`config.mk`:
```
export PLATFORM = sky130hd
export DESIGN_NAME = tt_serial_sum_collector
export DESIGN_NICKNAME = d
export VERILOG_FILES = /design/src/rtl/tt_serial_sum_collector.sv
export SDC_FILE = /design/constraint.sdc
export NUM_CORES = 1
export LEC_CHECK = 0
export CAP_MARGIN = 20
export CORE_MARGIN = 3
export CORE_UTILIZATION = 51
export DETAILED_ROUTE_END_ITERATION = 10
export HOLD_SLACK_MARGIN = 0.08
export PLACE_DENSITY = 0.91
export SYNTH_ARGS = -nofsm -noshare
export SYNTH_HDL_FRONTEND = slang
export SYNTH_SLANG_ARGS = --single-unit
```
`constraint.sdc`:
```
create_clock -name clk -period 3.41 [get_ports clk]
set_clock_uncertainty 0.15 [all_clocks]
set_input_delay 0.682 -clock clk [delete_from_list [all_inputs] [get_ports clk]]
set_output_delay 0.682 -clock clk [all_outputs]
set_load 0.02 [all_outputs]
```
`src/rtl/tt_serial_sum_collector.sv`:
```
// Serial full-add collector: completes a half-adder bit stream (LSB first) with a
// ripple carry, packs WIDTH sum bits into a word and hands it off on valid/ready.
module tt_serial_sum_collector #(
    parameter int WIDTH = 4
) (
    input  logic             clk,
    input  logic             rst,
    input  logic             bit_valid,
    output logic             bit_ready,
    input  logic             ha_s,
    input  logic             ha_c,
    input  logic             bit_first,
    output logic             res_valid,
    input  logic             res_ready,
    output logic [WIDTH-1:0] res_data,
    output logic             res_ovf,
    output logic             busy
);

    localparam int CW = $clog2(WIDTH + 1);
    localparam logic [CW-1:0] CNT_LAST = CW'(WIDTH - 1);
    localparam logic [CW-1:0] CNT_ONE  = CW'(1);
    localparam logic [CW-1:0] CNT_ZERO = CW'(0);

    typedef enum logic [1:0] {
        IDLE  = 2'd0,
        SHIFT = 2'd1,
        DONE  = 2'd2
    } state_t;

    state_t           state_q, state_d;
    logic [CW-1:0]    cnt_q, cnt_d;
    logic             cy_q, cy_d;
    logic [WIDTH-1:0] sreg_q, sreg_d;
    logic [WIDTH-1:0] res_data_q, res_data_d;
    logic             res_ovf_q, res_ovf_d;

    logic             accept_s;
    logic             cy_in_s;
    logic             s_bit_s;
    logic             cy_next_s;
    logic [WIDTH-1:0] shifted_s;

    // In DONE the upstream is only let through when the held word leaves this cycle.
    assign bit_ready = !rst && ((state_q == DONE) ? res_ready : 1'b1);
    assign res_valid = (state_q == DONE);
    assign busy      = (state_q == SHIFT);
    assign res_data  = res_data_q;
    assign res_ovf   = res_ovf_q;

    // Full-add datapath, word framing and next-state selection.
    always_comb begin
        state_d    = state_q;
        cnt_d      = cnt_q;
        cy_d       = cy_q;
        sreg_d     = sreg_q;
        res_data_d = res_data_q;
        res_ovf_d  = res_ovf_q;

        accept_s  = bit_valid && bit_ready;
        cy_in_s   = bit_first ? 1'b0 : cy_q;
        s_bit_s   = ha_s ^ cy_in_s;
        cy_next_s = ha_c | (ha_s & cy_in_s);
        shifted_s = {s_bit_s, sreg_q[WIDTH-1:1]};

        case (state_q)
            IDLE: begin
                if (accept_s && bit_first) begin
                    state_d = SHIFT;
                    cnt_d   = CNT_ONE;
                    cy_d    = cy_next_s;
                    sreg_d  = shifted_s;
                end else begin
                    state_d = IDLE;
                end
            end
            SHIFT: begin
                if (accept_s) begin
                    cy_d   = cy_next_s;
                    sreg_d = shifted_s;
                    if (bit_first) begin
                        cnt_d = CNT_ONE;
                    end else if (cnt_q == CNT_LAST) begin
                        state_d    = DONE;
                        cnt_d      = CNT_ZERO;
                        res_data_d = shifted_s;
                        res_ovf_d  = cy_next_s;
                    end else begin
                        cnt_d = cnt_q + CNT_ONE;
                    end
                end else begin
                    state_d = SHIFT;
                end
            end
            DONE: begin
                if (res_ready) begin
                    if (accept_s && bit_first) begin
                        state_d = SHIFT;
                        cnt_d   = CNT_ONE;
                        cy_d    = cy_next_s;
                        sreg_d  = shifted_s;
                    end else begin
                        state_d = IDLE;
                    end
                end else begin
                    state_d = DONE;
                end
            end
            default: begin
                state_d = IDLE;
                cnt_d   = CNT_ZERO;
            end
        endcase
    end

    // State and datapath registers.
    always_ff @(posedge clk) begin
        if (rst) begin
            state_q    <= IDLE;
            cnt_q      <= CNT_ZERO;
            cy_q       <= 1'b0;
            sreg_q     <= '0;
            res_data_q <= '0;
            res_ovf_q  <= 1'b0;
        end else begin
            state_q    <= state_d;
            cnt_q      <= cnt_d;
            cy_q       <= cy_d;
            sreg_q     <= sreg_d;
            res_data_q <= res_data_d;
            res_ovf_q  <= res_ovf_d;
        end
    end

endmodule

```
After elaboration in Yosys (flattened, before gate mapping):

Index checks and enable logic that the tools add are counted.

* RAM bits: 0
* output and inout bits: 8
* bits in latches: 0
* flip-flop bits (word level): 15
* input port bits: 7
* memories: 0
* word-level logic and storage cells: 50
* ROM bits: 0

* multiplexer cells: 22
* $mul: 0
* bitwise operators: 4
* divide/modulo/power cells: 0
* shift operators: 0
* equal/unequal tests: 7
* $lt $le $gt $ge: 0
* add/sub/neg operators: 1
* reductions and logical operators: 10

Operators with widths (number)
* $mux 3: 5
* $mux 4: 3
* $pmux 4 s3: 1
* $pmux 3 s3: 1
* $mux 2: 4
* $mux 1: 6
* $pmux 2 s3: 1
* $ne 2x1->1 const B: 2
* $reduce_and 2->1: 2
* $reduce_and 4->1: 1
* $add 3x1->3 const B: 1
* $eq 3x2->1 const B: 1
* $logic_and 1x1->1: 3
* $ne 3x2->1 const B: 1
* $ne 3x3->1 const B: 1
* $pmux 1 s3: 1
* $reduce_and 3->1: 1
* $reduce_bool 3->1: 1
* $eq 2x1->1 const B: 1
* $eq 2x2->1 const B: 1
* $logic_not 2->1: 1
* $and 1x1->1: 1
* $logic_not 1->1: 1
* $not 1->1: 1
* other kinds (2): 2

Logic depth before layout (Yosys ltp):

* word-level depth: 8
* depth in mapped cells: 6

Worst setup path before layout:

Ideal clock, no wire load.

* kind: input -> output
* start point: input res_ready
* end point: output bit_ready
* data arrival time: 1.189 ns
* stages on the path: 2
* path slack: 1.389 ns
* cell sequence: or3_1 nor2b_1

* longest elaborated chain between the ends: 2

Ends and longest elaborated chain
* from (decl): line 14 `input logic res_ready,`
* $mux 1: line 45 `assign bit_ready = !rst && ((state_q == DONE) ? res_ready : 1'b1);`
* $logic_and 1x1->1: line 45
* to (decl): line 9 `output logic bit_ready,`

Every way passes these cells.

Worst setup path after layout:

Ends and elaborated chain as after synthesis.

==> metrics.log <==
[metrics] cell depth of the worst hold path: 2
[metrics] number of distinct library cell variants in the gate-level netlist after synthesis: 21
[metrics] actual transition at the worst max-transition pin: 0.371 ns
[metrics] Core Rows: 12
[metrics] number of standard cells after synthesis: 70
[metrics] final hold violation count: 0
[metrics] count of hold-fix buffers inserted at cts: 0
[metrics] vias in the first global route: 540
[metrics] final worst-path cycle share: 0.864
[metrics] antenna violations before repair: 0
[metrics] Via density: 5.19
[metrics] placed instance area: 830 sq um
[metrics] final worst slack: 0.464 ns
[metrics] synthesized area per cell: 9.87 sq um
[metrics] global placement routability congestion: 0.813
[metrics] post-synthesis instance area: 691 sq um
[metrics] Final ANT Viol Nets: 0
[metrics] Critical Path Fanout Max: 3
[metrics] top flip-flop cell by instance count after synthesis: sky130_fd_sc_hd__dfxtp_1
[metrics] data required time of the worst path: 2.58 ns
[metrics] Post-synth EDFFs: 0
[metrics] wire length reported by the detailed router: 1.29 mm
[metrics] drc violations: 0
[metrics] critical path startpoint category: input pin
[metrics] placed cell count: 96
[metrics] HPWL reported at the end of detailed placement: 986 um
[metrics] first-pass GRT wire length: 2.24 mm
[metrics] Synth top area share: 0.406
[metrics] CTS clk-pin slew, worst paths: 0.07 ns
[metrics] final-layout worst hold slack: 0.307 ns
[metrics] Initial DRC Count: 1
[metrics] post-synthesis async set-or-reset flop share: 0
[metrics] Tot GR Track Use: 0.165
[metrics] number of buffers between clock root and the deepest sink: 2
[metrics] Die X-Extent: 42.8 um
[metrics] CTS tree: built
[metrics] post-route design area: 852 sq um
[metrics] Total Die Area: 1830 sq um
[metrics] count of filler cells inserted in the layout: 98
[metrics] synthesis-stage register bit count: 14
[metrics] number of input and output port buffers inserted: 14
[metrics] Worst EP arrival: 2.11 ns
[metrics] headroom to the max-slew limit: 0.752
[metrics] total number of clock tree sinks: 14
[metrics] cell taking the most area after synthesis: sky130_fd_sc_hd__dfxtp_1
[metrics] Yosys Warn Count: 0
[metrics] number of clock buffers inserted by TritonCTS: 3
[metrics] DR vias: 514
[metrics] highest attainable clock frequency: 339 MHz
[metrics] count of pins over their slew limit: 0
[metrics] count of maximum capacitance violations: 0
[metrics] Post-Place Setup Slack: 0.459 ns
[metrics] endpoints failing setup: 0
[metrics] area growth from synthesis to layout: 23.4%
[metrics] post-route setup TNS: 0 ns
[metrics] leakage power figure: 0.345 nW
[metrics] top cell types by occurrence after synthesis: sky130_fd_sc_hd__dfxtp_1, sky130_fd_sc_hd__nor2_1, sky130_fd_sc_hd__mux2i_1
[metrics] type of the most critical hold path: reg2reg
[metrics] largest net degree at the start of global routing: 16
[metrics] total congestion overflow: 0
[metrics] final standard cell count with taps included and fillers excluded: 99
[metrics] net count reported at finish: 96
[metrics] die boundary height: 42.8 um
[metrics] Initial Util: 0.582
[metrics] antenna cell count: 0
[metrics] Syn Nets: 79
[metrics] start-to-end type of the worst setup path: in2out
[metrics] maximum vdd drop: 224 uV
[metrics] floorplan core area: 1190 sq um
[metrics] share of layout cells above drive strength 1: 0.118
[metrics] Seq/Total Area, Yosys: 0.406
[metrics] H-Tree Depth: 1
[metrics] clk_lat worst skew: 0.28 ns
[metrics] final worst path period need: 2.95 ns
[metrics] r2r worst-path depth: 5
[metrics] setup repair after global routing missed its margin: no
[metrics] router iterations before antenna repair: 2
[metrics] overall power after layout: 0.292 mW
[metrics] ports placed on the boundary: 15
[metrics] status: finished, final reports clean
[metrics] post-layout utilization of the core: 0.718
[metrics] leading cell types by total area after synthesis: sky130_fd_sc_hd__dfxtp_1, sky130_fd_sc_hd__mux2i_1, sky130_fd_sc_hd__nor2_1
[metrics] CTS Root Buffer Type: sky130_fd_sc_hd__clkbuf_4
[metrics] CTS-repair resized insts: 0
[metrics] Pwr per Cell Area: 343 nW/um^2
[metrics] average wire per standard cell: 13.0 um
[metrics] dominant cell by count in the synthesized netlist: sky130_fd_sc_hd__dfxtp_1
[metrics] category of the worst setup path capture point: output port
[metrics] Post-CTS Repair Setup Buffers: 0
## final timing paths
kind / start / endpoint / slack [ns]
max: res_ready / bit_ready / 0.46
min: cnt_q[2] / cnt_q[2] / 0.31
max reg2reg: cnt_q[0] / res_data[0] / 1.88
min reg2reg: cnt_q[2] / cnt_q[2] / 0.31
## cell families after synthesis
group,count (synthesis),share of synthesized area
AOI/OAI and AO/OA,10,0.0942
adders and majority gates,2,0.0362
buffers and inverters,4,0.0435
DFF,14,0.406
muxes,10,0.145
and+or+nand+nor,30,0.275
## registers in the layout (all words and copies together) (netlist names)
signal / count
state_q: 2
cnt_q: 3
cy_q: 1
res_ovf: 1
sreg_q: 3
res_data: 4
## layout by cell type (no fill, tap or decap), drive strengths merged
master	n
dfxtp	14
clkdlybuf4s50	14
nor2	11
mux2i	10
nor2b	7
a21oi	6
nand2b	4
clkbuf	3
o21ai	3
nand2	2
ha	2
inv	1
or3	1
nor3b	1
nand3	1
o221a	1
or2	1
nand4b	1
nand3b	1
buf	1
## layer usage
layer  GRT usage  vias to the layer above  share of wire
met5           0                        -              0
met4       0.106                        0         0.0062
met1       0.198                      229           0.45
li1            -                      273              -
met3      0.0297                        2          0.040
met2       0.266                       10           0.50
## report_power, final
part / switching, mW / internal [mW] / total [mW]
registers: 0.00267 / 0.166 / 0.168
logic: 0.0151 / 0.0180 / 0.0330
clock network: 0.0501 / 0.0409 / 0.0910
total: 0.0678 / 0.225 / 0.292
## area by class of cell
cell class	instances	area, sq um	area share
timing repair buffer	15	148	0.173
sequential	14	280	0.329
multi-input combinational	52	380	0.446
clock buffer	3	22.5	0.0264
tap	14	17.5	0.0206
inverter	1	3.75	0.00441
## critical path: stages
cell                              delay, ns
sky130_fd_sc_hd__clkdlybuf4s50_1       0.42
sky130_fd_sc_hd__or3_1                 0.33
sky130_fd_sc_hd__nor2b_1               0.15
sky130_fd_sc_hd__clkdlybuf4s50_1       0.53
Note: power is estimated with default switching activity, not from simulation.
